[config.mk]
export PLATFORM = sky130hd
export DESIGN_NAME = uart_rx_packer
export DESIGN_NICKNAME = d
export VERILOG_FILES = /design/src/rtl/uart_defs_pkg.sv /design/src/rtl/uart_rx_pack_tmo.sv /design/src/rtl/uart_rx_packer.sv
export SDC_FILE = /design/constraint.sdc
export NUM_CORES = 1
export LEC_CHECK = 0
export ABC_AREA = 1
export CORE_UTILIZATION = 55
export CTS_BUF_LIST = sky130_fd_sc_hd__clkbuf_8
export CTS_CLUSTER_SIZE = 20
export DETAILED_ROUTE_END_ITERATION = 7
export PLACE_DENSITY = 0.81
export SYNTH_ARGS = -nofsm -noshare
export SYNTH_HDL_FRONTEND = slang
export SYNTH_SLANG_ARGS = --single-unit
[constraint.sdc]
create_clock -name clk -period 3.5 [get_ports clk]
set_clock_uncertainty 0.1 [all_clocks]
set_input_delay 0.7 -clock clk [delete_from_list [all_inputs] [get_ports clk]]
set_output_delay 0.7 -clock clk [all_outputs]
set_load 0.005 [all_outputs]
[src/rtl/uart_defs_pkg.sv]
// uart_defs: shared packer state type and lane-count helpers
package uart_defs;
    typedef enum logic [1:0] {EMPTY, PARTIAL, FULL} PackState_t;
    function automatic int byte_lanes(input int w);
        return w / 8;
    endfunction
    function automatic int half_lanes(input int w);
        return w / 16;
    endfunction
endpackage

[src/rtl/uart_rx_pack_tmo.sv]
// uart_rx_pack_tmo: saturating idle counter that requests a partial-word flush
module uart_rx_pack_tmo #(
    parameter int TMO_W = 16
) (
    input  logic             clk,
    input  logic             rst_n,
    input  logic             en_i,
    input  logic [TMO_W-1:0] timeout_i,
    input  logic             busy_i,
    input  logic             pop_i,
    input  logic             clr_i,
    output logic             hit_o
);
    logic [TMO_W-1:0] cnt;
    logic             armed;
    assign armed = en_i & busy_i & (timeout_i != '0);
    assign hit_o = armed & (cnt == timeout_i);
    // Holding at the compare value keeps the request pending while the output is busy
    always_ff @(posedge clk or negedge rst_n) begin
        if (!rst_n) cnt <= '0;
        else if (clr_i | pop_i) cnt <= '0;
        else if (armed & ~hit_o & ~&cnt) cnt <= cnt + 1'b1;
    end
endmodule

[src/rtl/uart_rx_packer.sv]
// uart_rx_packer: packs RX FIFO frames little-endian into words with idle-timeout flush
module uart_rx_packer #(
    parameter int WORD_W = 32,
    parameter int TMO_W  = 16
) (
    input  logic              clk,
    input  logic              rst_n,
    input  logic              en_i,
    input  logic              nine_bit_i,
    input  logic [TMO_W-1:0]  timeout_i,
    input  logic              flush_i,
    input  logic [8:0]        rx_d_i,
    input  logic              rx_d_valid_i,
    output logic              rx_d_ready_o,
    output logic [WORD_W-1:0] word_o,
    output logic [2:0]        word_lanes_o,
    output logic              word_tmo_o,
    output logic              word_valid_o,
    input  logic              word_ready_i
);
    import uart_defs::*;
    localparam logic [2:0] BYTE_LANES = 3'(byte_lanes(WORD_W));
    localparam logic [2:0] HALF_LANES = 3'(half_lanes(WORD_W));
    localparam int OW = $clog2(WORD_W);
    PackState_t        state, state_nxt;
    logic [2:0]        cnt, cnt_nxt, lmax, idx;
    logic [OW-1:0]     off;
    logic [WORD_W-1:0] acc, acc_nxt;
    logic              run, full, can_move, tmo_hit, move, pop;
    assign lmax         = nine_bit_i ? HALF_LANES : BYTE_LANES;
    assign full         = state == FULL;
    assign can_move     = ~word_valid_o | word_ready_i;
    assign move         = ~flush_i & (full | tmo_hit) & can_move;
    // run keeps the pop request low while reset is held
    assign rx_d_ready_o = run & en_i & ~flush_i & (~full | can_move);
    assign pop          = rx_d_valid_i & rx_d_ready_o;
    assign idx          = move ? 3'd0 : cnt;
    assign off          = nine_bit_i ? OW'({idx, 4'b0}) : OW'({idx, 3'b0});
    uart_rx_pack_tmo #(.TMO_W(TMO_W)) u_tmo (
        .clk       (clk),
        .rst_n     (rst_n),
        .en_i      (en_i),
        .timeout_i (timeout_i),
        .busy_i    (state != EMPTY),
        .pop_i     (pop),
        .clr_i     (flush_i | move),
        .hit_o     (tmo_hit)
    );
    always_comb begin
        acc_nxt = (move | flush_i) ? '0 : acc;
        cnt_nxt = (move | flush_i) ? 3'd0 : cnt;
        if (pop) begin
            if (nine_bit_i) acc_nxt[off +: 16] = {7'b0, rx_d_i};
            else acc_nxt[off +: 8] = rx_d_i[7:0];
            cnt_nxt = cnt_nxt + 3'd1;
        end
        state_nxt = (flush_i || cnt_nxt == 3'd0) ? EMPTY : (cnt_nxt == lmax) ? FULL : PARTIAL;
    end
    always_ff @(posedge clk or negedge rst_n) begin
        if (!rst_n) begin
            run          <= 1'b0;
            state        <= EMPTY;
            cnt          <= '0;
            acc          <= '0;
            word_o       <= '0;
            word_lanes_o <= '0;
            word_tmo_o   <= 1'b0;
            word_valid_o <= 1'b0;
        end else begin
            run   <= 1'b1;
            state <= state_nxt;
            cnt   <= cnt_nxt;
            acc   <= acc_nxt;
            if (flush_i) word_valid_o <= 1'b0;
            else if (move) begin
                word_o       <= acc;
                word_lanes_o <= cnt;
                word_tmo_o   <= ~full;
                word_valid_o <= 1'b1;
            end else if (word_ready_i) word_valid_o <= 1'b0;
        end
    end
endmodule

# Word level (Yosys, flattened, before mapping)
# Index checks and enable logic that the tools add are counted.
[totals]
memories = 0
mem_bits_ro = 0
in_bits = 32
mem_bits_rw = 0
word_cells = 65
latchBits = 0
out_inout_bits = 38
register_bits = 91
[op_classes]
magnitude_cmp = 0
n_bitwise = 20
addsub = 3
n_eq_ne = 3
multipliers = 0
div_mod_pow = 0
n_reduce_logical = 9
mux = 17
shift = 4
[ops]
columns = ["op", "count"]
rows = [
  ["32-bit 2-to-1 mux", 3],
  ["32-bit bitwise mux", 2],
  ["16-bit 2-to-1 mux", 2],
  ["16-bit by 7-bit variable shift with 32-bit output, first input constant", 1],
  ["8-bit by 7-bit variable shift with 32-bit output, first input constant", 1],
  ["16-bit by 7-bit variable part select with 32-bit output", 1],
  ["8-bit by 7-bit variable part select with 32-bit output", 1],
  ["16-bit by 1-bit adder with 16-bit output, second input constant", 1],
  ["16-bit equality test", 1],
  ["16-bit AND reduction", 1],
  ["16-bit nonzero test", 1],
  ["1-bit bitwise AND", 11],
  ["3-bit 2-to-1 mux", 3],
  ["5-bit negation with 7-bit output", 1],
  ["2-bit 2-to-1 mux", 3],
  ["5-bit 2-to-1 mux", 1],
  ["1-bit bitwise OR", 5],
  ["1-bit NOT", 4],
  ["2-bit nonzero test", 2],
  ["3-bit by 1-bit adder with 3-bit output, second input constant", 1],
  ["3-bit equality test", 1],
  ["3-bit zero test", 1],
  ["1-bit 2-to-1 mux", 3],
  ["3-bit nonzero test", 1],
  ["4 further kinds", 4],
]

# Depth between registers and ports, before layout
[depth]
depth_word = 14
depth_mapped = 20
ltp_nobuf = 20

# Modules after synthesis
# Synthesis repeated with hierarchy kept, for this count alone.
[hier_totals]
cells_unflattened = 628
hier_area_um2 = 4815.9
[by_module_without_submodules]
columns = ["module", "cells_per_inst", "instances", "seq_area_each_um2", "area_per_inst_um2"]
rows = [
  ["uart_rx_packer", 362, 1, 1876.8, 3289.4],
  ["uart_rx_pack_tmo", 266, 1, 400.4, 1526.5],
]

# Worst setup path after synthesis
# Ideal clock, no wire load.
[synth_timing]
path_kind = "input port to flip-flop"
start = "input timeout_i[15]"
end = "register acc[16]"
slack_ns = 0.407
path_buffers = 1
setup_ns = 0.082
arrival_ns = 2.911
t_required_ns = 3.318
cell_stages = 17
path_cell_list = "nor2_1 nand2_1 nor2_1 a21oi_2 nand3_2 nand2_2 nand2_4 buf_6 inv_2 o31ai_1 inv_1 ha_1 nor2_1 nand2_1 a21oi_1 o21ai_0 o22ai_1"
[synth_via]
elab_chain_len = 13
word_cells_on_any_way = 20
classes_between = "add/sub (1); eq/ne (1); shift (4); mux (7); bitwise (6); reduce/logical (1)"
[synth_lines]
columns = ["element", "line", "rtl"]
rows = [
  ["start: declaration", "uart_rx_packer.sv:10", "input logic [TMO_W-1:0] timeout_i,"],
  ["16-bit nonzero test", "uart_rx_pack_tmo.sv:16", "assign armed = en_i & busy_i & (timeout_i != '0);"],
  ["1-bit bitwise AND", "uart_rx_pack_tmo.sv:16", ""],
  ["1-bit bitwise AND (*)", "uart_rx_pack_tmo.sv:17", "assign hit_o = armed & (cnt == timeout_i);"],
  ["1-bit bitwise OR (*)", "uart_rx_packer.sv:33", "assign move = ~flush_i & (full | tmo_hit) & can_move;"],
  ["1-bit bitwise AND (*) (2 in a row)", "uart_rx_packer.sv:33", ""],
  ["2-bit 2-to-1 mux", "uart_rx_packer.sv:37", "assign idx = move ? 3'd0 : cnt;"],
  ["5-bit 2-to-1 mux", "uart_rx_packer.sv:38", "assign off = nine_bit_i ? OW'({idx, 4'b0}) : OW'({idx, 3'b0});"],
  ["5-bit negation with 7-bit output", "uart_rx_packer.sv:53, uart_rx_packer.sv:54", ""],
  ["16-bit by 7-bit variable part select with 32-bit output, or another cell as far along", "uart_rx_packer.sv:53", "if (nine_bit_i) acc_nxt[off +: 16] = {7'b0, rx_d_i};"],
  ["32-bit bitwise mux, on equally long branches", "uart_rx_packer.sv:53, uart_rx_packer.sv:54", ""],
  ["32-bit 2-to-1 mux", "uart_rx_packer.sv:53", ""],
  ["32-bit 2-to-1 mux (*)", "uart_rx_packer.sv:52", "if (pop) begin"],
  ["via acc_nxt[16]", "uart_rx_packer.sv:28", "logic [WORD_W-1:0] acc, acc_nxt;"],
  ["end signal: assignment", "uart_rx_packer.sv:73", "acc <= acc_nxt;"],
  ["end: declaration", "uart_rx_packer.sv:28", ""],
]
# Mark *: on every way through the listed nets, which the timed path passes. The rest lies on a longest branch.
# A chain may end at the register's enable or synchronous reset.

# Worst setup path in the final report
[layout_timing]
start = "input timeout_i[7]"
end = "register acc[13]"
# Same word-level chain as after synthesis.

==> flow_summary.json <==
{
  "status": "completed",
  "wl_met3_um": 482,
  "slew_violations": 0,
  "peakVddDrop_uv": 209,
  "ys_seq_area_share_pct": 50.7,
  "drc": 0,
  "cp.arrival_ns": 3.36,
  "critPathRequiredTime_ns": 3.62,
  "clock.fmax_mhz": 309,
  "grt_overflow": 0,
  "die_y_um": 92.4,
  "root_buffer": "clkbuf_8",
  "ios": 70,
  "cp_max_fo": 18,
  "grt_pass1_vias": 3991,
  "cp_cell_sequence": "clkdlybuf4s50_1, nor2_1, nand2_1, nor2_1, a21oi_2, nand3_2, nand2_2, nand2_4, nand2_2, nor2_4, buf_4, ha_1, a21oi_1, nor2_1, nor2_1, inv_1, o22ai_1",
  "grt_first_pass_wirelength_um": 18400,
  "vias": 4032,
  "ys.flop_type": "dfrtp_1",
  "hold_viol": 0,
  "finalWorstSetupSlack_ns": 0.261,
  "synthArstFlopShare_pct": 100,
  "drt-total-wl_um": 10900,
  "relSlewSlack_pct": 50.6,
  "met2WireLength_um": 5270,
  "yosys_warnings": 0,
  "top_layer": "met4",
  "period_share_pct": 92.5,
  "portBuffers": 69,
  "crit_start": "timeout_i[7]",
  "finalNetCount": 662,
  "critPathMaxStageDelay_ns": 0.45,
  "r2r_start": "u_tmo.cnt[7]",
  "worstHoldPathType": "primary input to async pin",
  "drt_iter0_markers": 281,
  "leakage_nw": 2.57,
  "clock_sinks": 91,
  "num_rows": 32,
  "fin_crit_ns": 3.24,
  "antenna_found_initial": 0,
  "areaGrowthSynthToFinish_pct": 23.3,
  "powerDensity_mw_per_mm2": 387,
  "synth_edf_count": 0,
  "dp_hpwl_um": 7880,
  "die_area_sq_mm": 0.00853,
  "maxCapViolCount": 0,
  "num_antenna_cells": 0,
  "ant_nets": 0,
  "syn_area_per_cell_sq_um": 8.19,
  "synth-seq-cells": 91,
  "final_cell_mix": "150 x nand2_1, 91 x dfrtp_1, 70 x inv_1",
  "place.gp.congestion": 0.895,
  "tightest_slew_ns": 0.741,
  "setup_viol": 0,
  "pre_cts_ws_ns": -0.281,
  "synth_area_sq_mm": 0.00449,
  "drive_above_1_share_pct": 10.8,
  "gr-usage-all-layers_pct": 27.7,
  "rrSetupSlack_ns": 0.66,
  "rsz0062_at_grt": "false",
  "drt-wirelength-per-cell_um": 14.8,
  "start_kind": "primary input",
  "core_sq_mm": 0.00781,
  "htree_levels": 3,
  "wl_met1_um": 4760,
  "synth_nets": 586,
  "cts_tree": "yes",
  "clk_latency_ns": 0.36,
  "routed_via_density": 5.52,
  "fin_util_pct": 70.9,
  "clk_pin_slew_worst_paths_ns": 0.09,
  "die_w_um": 92.4,
  "start_util_pct": 57.5,
  "grt_max_degree": 64,
  "cp_common_cell": "nor2_1",
  "final_common_cell": "nand2_1",
  "crit_path_end_kind": "flip-flop",
  "ys_types": 43,
  "drt_pass1_iterations": 5,
  "slowest_stage": "clkdlybuf4s50_1",
  "max-clock-path-buffers": 2,
  "synthCells": 548,
  "numCtsBuffers": 9,
  "holdBufCountCts": 0,
  "critPathKind": "primary input to flip-flop"
}
==> cell families (layout without fill, tap and decap cells) <==
| family | after synthesis | in the layout | share of synthesized area (%) |
|---|---|---|---|
| simple gates | 260 | 260 | 25.8 |
| buf+inv | 99 | 180 | 9.31 |
| flops | 91 | 91 | 50.7 |
| compound gates | 89 | 89 | 12.1 |
| fa+ha+maj | 6 | 6 | 1.67 |
| xor+xnor | 2 | 2 | 0.390 |
| other cells | 1 | 1 | 0.0835 |
==> cell usage after synthesis (all sizes together) (2+ instances only) <==
master / count / share of area (%)
a21oi: 15 / 1.8
ha: 6 / 1.7
inv: 84 / 7.0
nand3: 26 / 3.2
nand4: 17 / 2.6
xor2: 2 / 0.39
clkbuf: 6 / 0.72
nor2: 45 / 4.3
dfrtp: 91 / 51
o21a: 2 / 0.33
o32ai: 8 / 1.7
o22ai: 15 / 2.1
buf: 8 / 1.5
nor3: 11 / 1.3
nand2: 159 / 14
o21ai: 42 / 4.8
==> worst paths after layout <==
| path | end | cells past startpoint |
|---|---|---|
| setup / recovery | acc[13] | 17 |
| hold / removal | acc[10] | 1 |
| hold reg to reg | word_o[28] | 2 |
| max in group asynchronous | acc[21] | 2 |
| min in group clk | word_o[28] | 2 |
| setup reg to reg | acc[13] | 18 |
==> per-stage QoR <==
step           total power, mW  instance area [sq um]  instances  hold slack (ns)  TNS [ns]
2_1_floorplan             1.21                   4490        548            0.304         0
3_3_place_gp              1.33                   5280        715            0.364   -0.0388
3_5_place_dp              1.34                   5280        715            0.366     -2.78
4_1_cts                   2.15                   5510        731            0.324         0
5_1_grt                   2.22                   5540        731            0.364         0
6_report                  2.14                   5540        731            0.305         0
==> power by group <==
group	leakage (nW)	internal, mW	switching [mW]
Clock	0.114	0.429	0.391
Combinational	1.19	0.0986	0.136
Sequential	1.26	1.07	0.0127
==> layout make-up <==
class | instances | area, sq um
Sequential cell | 91 | 2280
Clock buffer | 10 | 138
Timing Repair Buffer | 79 | 763
Tap cell | 102 | 128
Multi-Input combinational cell | 358 | 1820
Fill cell | 620 | 2270
Clock inverter | 6 | 93.8
Inverter | 85 | 319
==> routing by layer <==
metal,vias up,GRT usage (%)
li1,1921,-
met1,1941,36.3
met2,137,45.6
met3,33,3.37
met4,0,13.9
met5,-,0
==> registers in the layout (all words and copies together) (netlist names) <==
register / count
cnt: 3
word_tmo_o: 1
acc: 32
word_lanes_o: 3
run: 1
state: 2
word_valid_o: 1
word_o: 32
u_tmo.cnt: 16
==> timing repair <==
| action | CTS | global route |
|---|---|---|
| endpoints found under the setup margin | 0 | 18 |
| resized for setup | 0 | 3 |
| buffers inserted | 0 | 0 |
==> critical path, delay by kind of cell <==
kind,cells,cell delay [ns]
and+or+nand+nor,10,1.20
adders and majority gates,1,0.21
buffers and inverters,3,0.94
AOI/OAI and AO/OA,3,0.30
Note: power is estimated with default switching activity, not from simulation.
